File: config.mk
export PLATFORM = sky130hd
export DESIGN_NAME = driver_7_segmentos
export DESIGN_NICKNAME = d
export VERILOG_FILES = /design/src/rtl/driver_7_segmentos.sv
export SDC_FILE = /design/constraint.sdc
export NUM_CORES = 1
export LEC_CHECK = 0
export BUFFER_PORTS_ARGS = -buffer_cell sky130_fd_sc_hd__buf_2
export CORE_ASPECT_RATIO = 1.4
export CORE_MARGIN = 5
export CORE_UTILIZATION = 50
export CTS_CLUSTER_DIAMETER = 150
export DETAILED_ROUTE_END_ITERATION = 8
export GPL_TIMING_DRIVEN = 0
export PLACE_DENSITY = 0.73
export SYNTH_ARGS = -nofsm -noshare
export SYNTH_HDL_FRONTEND = slang
export SYNTH_SLANG_ARGS = --single-unit
File: constraint.sdc
create_clock -name clk_10MHz_i -period 4.4 [get_ports clk_10MHz_i]
set_input_delay 0.44 -clock clk_10MHz_i [delete_from_list [all_inputs] [get_ports clk_10MHz_i]]
set_output_delay 0.44 -clock clk_10MHz_i [all_outputs]
set_load 0.01 [all_outputs]
File: src/rtl/driver_7_segmentos.sv
// Four-digit 7-segment driver: double-buffered display register, fixed
// blanking dead time on every digit change and optional leading-zero suppression.
module driver_7_segmentos #(
   parameter int unsigned BLANK_CYCLES = 8
) (
   input  logic        clk_10MHz_i,
   input  logic        rst_i,
   input  logic [1:0]  digito_i,
   input  logic        we_i,
   input  logic [15:0] dato_i,
   input  logic        lzs_en_i,
   output logic [15:0] dato_o,
   output logic        pendiente_o,
   output logic [3:0]  an_o,
   output logic [6:0]  seg_o
);

   typedef enum logic {BLANK, ON} state_t;

   localparam logic [7:0] CNT_LAST = 8'(BLANK_CYCLES - 1);

   state_t      state, state_n;
   logic [7:0]  cnt, cnt_n;
   logic [1:0]  digito_r, digito_n;
   logic [15:0] visible, visible_n;
   logic [15:0] shadow_n;
   logic        pend_n;
   logic [3:0]  an_n;
   logic [6:0]  seg_n;

   logic        chg;
   logic [3:0]  nibble;
   logic        suppress;
   logic [3:0]  an_lit;
   logic [6:0]  seg_lit;

   function automatic logic [6:0] decode(input logic [3:0] v);
      logic [6:0] s;
      case (v)
         4'h0:    s = 7'h40;
         4'h1:    s = 7'h79;
         4'h2:    s = 7'h24;
         4'h3:    s = 7'h30;
         4'h4:    s = 7'h19;
         4'h5:    s = 7'h12;
         4'h6:    s = 7'h02;
         4'h7:    s = 7'h78;
         4'h8:    s = 7'h00;
         4'h9:    s = 7'h10;
         4'hA:    s = 7'h08;
         4'hB:    s = 7'h03;
         4'hC:    s = 7'h46;
         4'hD:    s = 7'h21;
         4'hE:    s = 7'h06;
         default: s = 7'h0E;
      endcase
      return s;
   endfunction

   // Lit pattern for the held digit; a digit is suppressed when it and all higher nibbles are zero.
   always_comb begin
      nibble   = visible[3:0];
      suppress = 1'b0;
      case (digito_r)
         2'd0: begin
            nibble   = visible[3:0];
            suppress = 1'b0;
         end
         2'd1: begin
            nibble   = visible[7:4];
            suppress = lzs_en_i && (visible[15:4] == '0);
         end
         2'd2: begin
            nibble   = visible[11:8];
            suppress = lzs_en_i && (visible[15:8] == '0);
         end
         default: begin
            nibble   = visible[15:12];
            suppress = lzs_en_i && (visible[15:12] == '0);
         end
      endcase
      an_lit  = suppress ? '1 : ~(4'b0001 << digito_r);
      seg_lit = suppress ? '1 : decode(nibble);
   end

   assign chg = (digito_i != digito_r);

   always_comb begin
      state_n   = state;
      cnt_n     = cnt;
      digito_n  = digito_r;
      visible_n = visible;
      shadow_n  = dato_o;
      pend_n    = pendiente_o;
      an_n      = an_o;
      seg_n     = seg_o;

      // Transfer takes the old shadow first, so a coincident write lands in the next frame.
      if (chg && (digito_i == 2'd0) && pendiente_o) begin
         visible_n = dato_o;
         pend_n    = 1'b0;
      end
      if (we_i) begin
         shadow_n = dato_i;
         pend_n   = 1'b1;
      end

      if (chg) begin
         digito_n = digito_i;
         state_n  = BLANK;
         cnt_n    = '0;
         an_n     = '1;
         seg_n    = '1;
      end else begin
         case (state)
            BLANK: begin
               if (cnt == CNT_LAST) begin
                  state_n = ON;
                  an_n    = an_lit;
                  seg_n   = seg_lit;
               end else begin
                  cnt_n = cnt + 8'd1;
               end
            end
            default: begin
               an_n  = an_lit;
               seg_n = seg_lit;
            end
         endcase
      end
   end

   always_ff @(posedge clk_10MHz_i) begin
      if (!rst_i) begin
         state       <= BLANK;
         cnt         <= '0;
         digito_r    <= '0;
         visible     <= '0;
         dato_o      <= '0;
         pendiente_o <= 1'b0;
         an_o        <= '1;
         seg_o       <= '1;
      end else begin
         state       <= state_n;
         cnt         <= cnt_n;
         digito_r    <= digito_n;
         visible     <= visible_n;
         dato_o      <= shadow_n;
         pendiente_o <= pend_n;
         an_o        <= an_n;
         seg_o       <= seg_n;
      end
   end

endmodule

==> results.toml, run 1 <==
[run_status]
status = "completed"

[global_routing]
antenna_found_initial = 0
grt_max_degree = 16
grt_usage_pct = 16.3
first_global_vias = 1976
grt_pass1_wl_um = 8870
gr-total-overflow = 0

[clocking]
hold_buffers = 0
clock_path_buffers = 2
cts_tree = "built"
cts_buffers = 5
clk_pin_slew_ps = 90
cts_resized = 0
clock_latency_ps = 300
cts_root_buf = "clkbuf_8"
clkSinkCount = 55
cts_setup_buffers = 0
cts.htree.levels = 2

[route]
avgRoutedWirePerCell_um = 13.5
drc = 0
via_per_inst = 5.22
wirelength_um = 5050
highest_layer = "met4"
vias = 1957
drt-initial-drc-count = 95
met3_length_um = 219
dr.pass1.iters = 4
wl_met1_um = 2160
dr_wl_met2_um = 2550
detail-route-antenna-nets = 0

[synth]
synth_top_area_cell = "dfxtp_1"
ys.warnings.count = 0
synthTopCellsByArea = "dfxtp_1, mux2i_1, nor2b_1"
yosys.cell_types.count = 40
syn-instance-count = 256
synth_nets = 290
synth.yosys.seq_area_share_pct = 43.3
synth_top_area_share_pct = 43.3
netlist_area_um2 = 2540
synth_area_per_cell_um2 = 9.94
ys_ff_latch = 55

[floorplan]
die_h_um = 94.4
core_region_area_um2 = 4880
io_pins = 50
initial_utilization_pct = 52.2
die_area_um2 = 6640
die_w_um = 70.3
num_rows = 30

[timing]
setup_viol = 0
maxSlewHeadroom_pct = 65.7
worst_slew_pin_slew_ps = 511
period_share_pct = 58.2
finalMaxSlewViolations = 0
hold_viol = 0
min_period_ps = 2560
clock.fmax_mhz = 390
skew_ps = 6.65
rsz0062_at_grt = "no"
fin_setup_tns_ps = 0

[setup_path]
path_class = "register to register"
arrival_ps = 2760
critPathLaunchType = "register"
end_kind = "register"
crit_fanout = 7
cp.required_ps = 4600

[finish]
fill_cells = 461
drive_gt1_share_pct = 21.2
area_delta_synth_final_pct = 16.6
antenna_cells = 0
nets = 345

[place]
gp_congestion = 0.814
numPortBuffers = 48
hpwl_um = 3920

[job]
drv_cap = 0

[power_and_ir_drop]
power.leakage_nw = 1.27
p_per_area_nw_per_um2 = 310
power_w = 0.000919
ir_drop_v = 0.000198

[min_path]
min_path_type = "input pin to register"
## registers in the layout (all words and copies together) (netlist names)
signal and count:
an_o 4, cnt 8, visible 16, state 1, digito_r 2, seg_o 7
pendiente_o 1, dato_o 16
## cells by family (layout without fill, tap and decap cells)
family          Yosys count  count (layout)  share of synthesized area, %
compound gates           34              34                          10.1
mux                      39              39                          15.6
flops                    55              55                          43.3
xor+xnor                  9               9                          3.10
buf+inv                  21              76                          3.54
fa+ha+maj                12              12                          5.90
simple gates             86              86                          18.4
## critical path, cell delays in order, from the launching register on
cell	delay (ps)
dfxtp_1	500
inv_1	120
ha_1	300
a222oi_1	420
mux2_2	310
inv_1	90
ha_1	250
nand2_1	80
a21oi_1	60
o32a_1	320
## layer usage
metal	track usage (%)	vias to the layer above
li1	-	995
met1	18.8	912
met2	29.1	40
met3	3.41	10
met4	6.55	0
met5	0	-
## power by group
part	total [W]	internal [W]	switching, W
Combinational	0.0000773	0.0000381	0.0000392
Sequential	0.000521	0.000510	0.0000109
Clock	0.000321	0.000167	0.000154
Total	0.000919	0.000715	0.000204
## cell usage in the layout, fill, tap and decap left out, types with 2 or more instances in the layout
cell type / Yosys / layout
o21ai_0: 3 / 3
nor2b_1: 33 / 33
nand3_1: 5 / 5
o32a_1: 2 / 2
a31oi_1: 4 / 4
nor2_1: 16 / 16
nor4_1: 2 / 2
a222oi_1: 4 / 4
nor3_1: 3 / 3
clkbuf_8: 0 / 5
clkbuf_1: 7 / 8
or2_1: 3 / 3
a31o_2: 2 / 2
xnor2_1: 7 / 7
and2_1: 3 / 3
a21oi_1: 7 / 7
dfxtp_1: 55 / 55
ha_1: 12 / 12
o22a_1: 5 / 5
nand2b_1: 3 / 3
nand2_1: 11 / 11
a211oi_1: 2 / 2
xor2_1: 2 / 2
o21ai_1: 2 / 2
mux2i_1: 35 / 35
inv_1: 10 / 10
mux2_2: 2 / 2
buf_2: 3 / 51
## area by class of cell
class	count	area, µm²	share of cell area (%)
buffer	11	52.6	1.77
clock inverter	1	30.0	1.01
multi-input combinational	180	1350	45.6
sequential	55	1100	37.1
clock buffer	6	72.6	2.45
timing repair buffer	48	240	8.09
tap	64	80.1	2.70
inverter	10	37.5	1.26
## worst paths after layout
kind,start,end,slack [ps],cells past startpoint
worst max-delay path,digito_r[0],seg_o[5],1840,9
worst min-delay path,dato_i[14],dato_o[14],380,3
worst max register to register,digito_r[0],seg_o[5],1840,9
worst min register to register,seg_o[3],seg_o[3],480,1
## synthesized netlist by cell type
| master | number |
|---|---|
| a211oi_1 | 2 |
| a21oi_1 | 7 |
| a221oi_2 | 1 |
| a222oi_1 | 4 |
| a31o_2 | 2 |
| a31oi_1 | 4 |
| and2_1 | 3 |
| and3_1 | 1 |
| buf_2 | 3 |
| buf_6 | 1 |
| clkbuf_1 | 7 |
| dfxtp_1 | 55 |
| ha_1 | 12 |
| inv_1 | 10 |
| mux2_1 | 1 |
| mux2_2 | 2 |
| mux2i_1 | 35 |
| mux2i_2 | 1 |
| nand2_1 | 11 |
| nand2b_1 | 3 |
| nand3_1 | 5 |
| nand3b_1 | 1 |
| nand4_1 | 1 |
| nor2_1 | 16 |
| nor2b_1 | 33 |
| nor3_1 | 3 |
| nor3_2 | 1 |
| nor3b_1 | 1 |
| nor4_1 | 2 |
| nor4b_1 | 1 |
| o211ai_2 | 1 |
| o21ai_0 | 3 |
| o21ai_1 | 2 |
| o22a_1 | 5 |
| o32a_1 | 2 |
| o41ai_1 | 1 |
| or2_1 | 3 |
| or3_1 | 1 |
| xnor2_1 | 7 |
| xor2_1 | 2 |
## through the flow
step | setup slack (ps) | cell area, µm² | hold WS (ps) | utilization, % | std cells
4_1_cts | 1830 | 2970 | 380 | 60.8 | 375
3_3_place_gp | 1960 | 2870 | 453 | 58.7 | 368
3_5_place_dp | 1870 | 2870 | 462 | 58.7 | 368
6_report | 1840 | 2970 | 385 | 60.8 | 375
5_1_grt | 1660 | 2970 | 391 | 60.8 | 375
2_1_floorplan | 2220 | 2540 | 454 | - | 256
Note: power is estimated with default switching activity, not from simulation.
==> run 2, diff against run 1 <==
CORE_UTILIZATION = 49   (was 50)
PLACE_DENSITY = 0.75   (was 0.73)
clock period = 2.3 ns   (was 4.4 ns; I/O delays follow)
==> results.toml, run 2 (synthesis results as in run 1) <==
[power_and_ir_drop]
ir_drop_v = 0.000375
power.leakage_nw = 1.32
p_per_area_nw_per_um2 = 594

[timing]
skew_ps = 11.2
worst_slew_pin_slew_ps = 538
rsz0062_at_grt = "yes"
maxSlewHeadroom_pct = 64.1
clock.fmax_mhz = 457
setup_viol = 0
min_period_ps = 2190
fin_setup_tns_ps = 0
finalMaxSlewViolations = 0
period_share_pct = 95.1
hold_viol = 0

[min_path]
hold_path_depth = 2
hp-start = "digito_i[0]"
min_path_type = "input pin to register"

[finish]
antenna_cells = 0
largest_registers = "dato_o (16), visible (16), cnt (8)"
layout_common_cells = "dfxtp_1, buf_2, mux2i_1, nor2b_1, nor2_1"
layout_commonest_cell = "dfxtp_1"
drive_gt1_share_pct = 25.7
area_delta_synth_final_pct = 20.5
utilization_pct = 59.9
nets = 352
fill_cells = 483

[setup_path]
end_kind = "register"
arrival_ps = 2430
cp.required_ps = 2550
regToRegSetupSlack_ps = 110
path_class = "register to register"
r2r-end = "seg_o[1]"
critPathLaunchType = "register"
startpoint = "digito_r[1]"
r2r_cells = 10
cp-endpoint = "seg_o[1]"
worstReg2RegStart = "digito_r[1]"
crit_fanout = 6

[global_routing]
grt_usage_pct = 16.0
gr-total-overflow = 0
grt_pass1_wl_um = 8780
antenna_found_initial = 0
first_global_vias = 2027
grt_max_degree = 18

[clocking]
clkSinkCount = 55
cts_root_buf = "clkbuf_8"
clock_path_buffers = 2
clk_pin_slew_ps = 100
clock_latency_ps = 310
hold_buffers = 0
cts_buffers = 5
cts_tree = "built"
cts.htree.levels = 2

[floorplan]
core_region_area_um2 = 5120
die_w_um = 70.9
initial_utilization_pct = 49.7
die_area_um2 = 6760
io_pins = 50
num_rows = 31
die_h_um = 95.3

[route]
drt-initial-drc-count = 120
avgRoutedWirePerCell_um = 13.4
detail-route-antenna-nets = 0
drc = 0
vias = 1980
dr.pass1.iters = 4
via_per_inst = 5.14
wirelength_um = 5150

[job]
drv_cap = 0

[place]
numPortBuffers = 48
gp_congestion = 0.880
hpwl_um = 3890

[run_status]
status = "completed"
run 2: where the power goes:
part,leakage (nW),internal [W],switching [W]
clock,0.0618,0.000358,0.000315
combinational,0.811,0.0000780,0.0000771
sequential,0.449,0.000974,0.0000195
total,1.32,0.00141,0.000412
run 2: area by class of cell:
type | instances | area [µm²] | share of cell area [%]
plain buffers | 10 | 48.8 | 1.59
clock buffers | 6 | 82.6 | 2.69
clock inverters | 2 | 38.8 | 1.27
inverters | 10 | 37.5 | 1.22
multi-input cells | 180 | 1370 | 44.6
flip-flops and latches | 55 | 1110 | 36.2
well taps | 66 | 82.6 | 2.69
repair buffers | 56 | 300 | 9.80
run 2: worst min-delay path by stage:
stage,to,slack [ps]
floorplan,digito_r[0],350
global placement,seg_o[3],460
detailed placement,seg_o[3],470
CTS,digito_r[0],170
global route,digito_r[1],180
finish,digito_r[0],170
run 2: per-layer routing:
metal	share of wire [%]	vias up	GRT usage, %	routed length (µm)
met5	0	-	0	0
met4	1.7	0	6.43	90
met3	3.7	8	3.27	193
met2	52	38	29.0	2700
met1	42	926	18.3	2170
li1	-	1008	-	-
run 2: stage by stage:
step                      power, W  area, µm²  std cells  hold slack [ps]  worst slack, ps
after floorplan            0.00111       2540        256              352              120
after global routing       0.00189       3070        385              180             5.00
after CTS                  0.00184       3020        381              166             5.75
after detailed placement   0.00117       2870        370              465             -200
after global placement     0.00116       2870        370              461             -138
final                      0.00182       3070        385              166              113
run 2: worst max-delay path, cell delays in order, from the launching register on:
cell,delay (ps)
dfxtp_4,380
inv_1,90
ha_1,270
a222oi_1,120
mux2_4,320
buf_4,150
buf_4,120
buf_4,130
mux2_2,250
a21oi_1,150
o22a_1,150
run 2: what timing repair did:
item                       CTS  global route
buffers inserted             3             5
setup endpoints to repair    7             6
gates resized for setup      6             3
pin swaps                    2             1
==> run 3, diff against run 2 <==
PLACE_DENSITY = 0.82   (was 0.75)
==> results.toml, run 3 (synthesis results as in run 1) <==
[run_status]
status = "completed"

[global_routing]
antenna_found_initial = 0
grt_pass1_wl_um = 8510
grt_max_degree = 17
grt_usage_pct = 15.7
first_global_vias = 1926
gr-total-overflow = 0

[timing]
skew_ps = 12.3
hold_viol = 0
min_period_ps = 2210
timing.final.ws_setup_ps = 91.9
worst_slew_pin_slew_ps = 521
setup_viol = 0
clock.fmax_mhz = 453
maxSlewHeadroom_pct = 65.3
period_share_pct = 96.0
finalMaxSlewViolations = 0
rsz0062_at_grt = "no"

[clocking]
cts.htree.levels = 2
cts_tree = "built"
clk_pin_slew_ps = 90
cts_root_buf = "clkbuf_8"
clkSinkCount = 55
clock_latency_ps = 310
clock_path_buffers = 2
cts_buffers = 5

[route]
wirelength_um = 5080
via_per_inst = 5.12
dr.pass1.iters = 5
vias = 1971
avgRoutedWirePerCell_um = 13.2
drt-initial-drc-count = 144
wl_met1_um = 2210
dr_wl_met2_um = 2620
met3_length_um = 176
highest_layer = "met4"
detail-route-antenna-nets = 0
drc = 0

[floorplan]
core_region_area_um2 = 5120
die_w_um = 70.9
io_pins = 50
die_h_um = 95.3
die_area_um2 = 6760
initial_utilization_pct = 49.7
num_rows = 31

[finish]
area_delta_synth_final_pct = 19.9
layout_common_cells = "dfxtp_1, buf_2, mux2i_1, nor2b_1, nor2_1"
final_cells = 385
fin_area_um2 = 3050
nets = 353
drive_gt1_share_pct = 26.6
antenna_cells = 0
largest_registers = "dato_o (16), visible (16), cnt (8)"
layout_commonest_cell = "dfxtp_1"

[place]
hpwl_um = 3870
numPortBuffers = 48
place_ws_ps = -190
dpl.cell_count = 370
gp_congestion = 0.858
place_area_um2 = 2870

[setup_path]
cp-endpoint = "seg_o[1]"
slowest_stage = "a222oi_1"
regToRegSetupSlack_ps = 90
r2r-end = "seg_o[1]"
end_kind = "register"
crit_fanout = 6
cpMostUsedCell = "buf_4"
cp.required_ps = 2550
path_cells = "inv_1 > ha_4 > a222oi_1 > mux2i_2 > buf_4 > buf_4 > mux2_2 > a21oi_1 > o22a_1"
arrival_ps = 2460
startpoint = "digito_r[0]"
r2r_cells = 9
critPathLaunchType = "register"
path_class = "register to register"
cp_slowest_stage_delay_ps = 420
worstReg2RegStart = "digito_r[0]"

[power_and_ir_drop]
ir_drop_v = 0.000389
power.leakage_nw = 1.31
p_per_area_nw_per_um2 = 543

[job]
drv_cap = 0

[min_path]
min_path_type = "input pin to register"
hold_path_depth = 3
-- run 3: cell count changes in the layout (fill, tap and decap cells not counted), sizes merged --
| cell | previous run | this run |
|---|---|---|
| buf | 60 | 61 |
| clkbuf | 12 | 11 |
| inv | 11 | 10 |
| bufinv | 1 | 0 |
| clkinv | 0 | 2 |
-- run 3: cell type report --
| cell class | count | area (µm²) |
|---|---|---|
| Clock inverter | 2 | 13.8 |
| Tap cell | 66 | 82.6 |
| Buffer | 10 | 48.8 |
| Clock buffer | 5 | 68.8 |
| Sequential cell | 55 | 1110 |
| Fill cell | 446 | 2070 |
| Multi-Input combinational cell | 180 | 1380 |
| Timing Repair Buffer | 57 | 308 |
| Inverter | 10 | 37.5 |
-- run 3: worst max-delay path, delay by kind of cell, from the launching register on --
family | cells | cell delay (ps)
adders and majority gates | 1 | 190
muxes | 2 | 460
DFF | 1 | 390
AOI/OAI and AO/OA | 3 | 740
buffers and inverters | 3 | 380
-- run 3: worst min-delay path by stage --
stage,start,to,slack (ps)
floorplan,digito_i[0],digito_r[0],350
global placement,seg_o[5],seg_o[5],460
detailed placement,seg_o[3],seg_o[3],460
CTS,digito_i[0],digito_r[0],160
global route,digito_i[0],digito_r[0],170
finish,dato_i[1],dato_o[1],170
-- run 3: power by group --
part / internal [W] / total [W] / switching, W
Sequential: 0.000974 / 0.000994 / 0.0000197
Clock: 0.000209 / 0.000504 / 0.000296
Combinational: 0.0000804 / 0.000158 / 0.0000780
Total: 0.00126 / 0.00166 / 0.000393
-- run 3: per-layer routing --
layer | GRT usage [%] | vias up
met2 | 27.2 | 37
met4 | 8.78 | 0
met5 | 0 | -
li1 | - | 1011
met3 | 2.95 | 5
met1 | 18.0 | 918
-- run 3: stage by stage --
| stage | setup TNS, ps | utilization [%] | total power, W | hold WS [ps] |
|---|---|---|---|---|
| final | 0 | 59.6 | 0.00166 | 174 |
| after global routing | 0 | 59.6 | 0.00174 | 171 |
| after CTS | 0 | 58.5 | 0.00167 | 160 |
| after detailed placement | -745 | 56.0 | 0.00117 | 460 |
| after global placement | -336 | 56.0 | 0.00116 | 460 |
| after floorplan | 0 | - | 0.00111 | 352 |
-- run 3: timing repair --
item / CTS / global route
pin swaps: 2 / 2
cloned: 0 / 0
hold buffers: 0 / 0
gates resized for setup: 6 / 7
endpoints found under the setup margin: 6 / 7
buffers inserted: 4 / 5
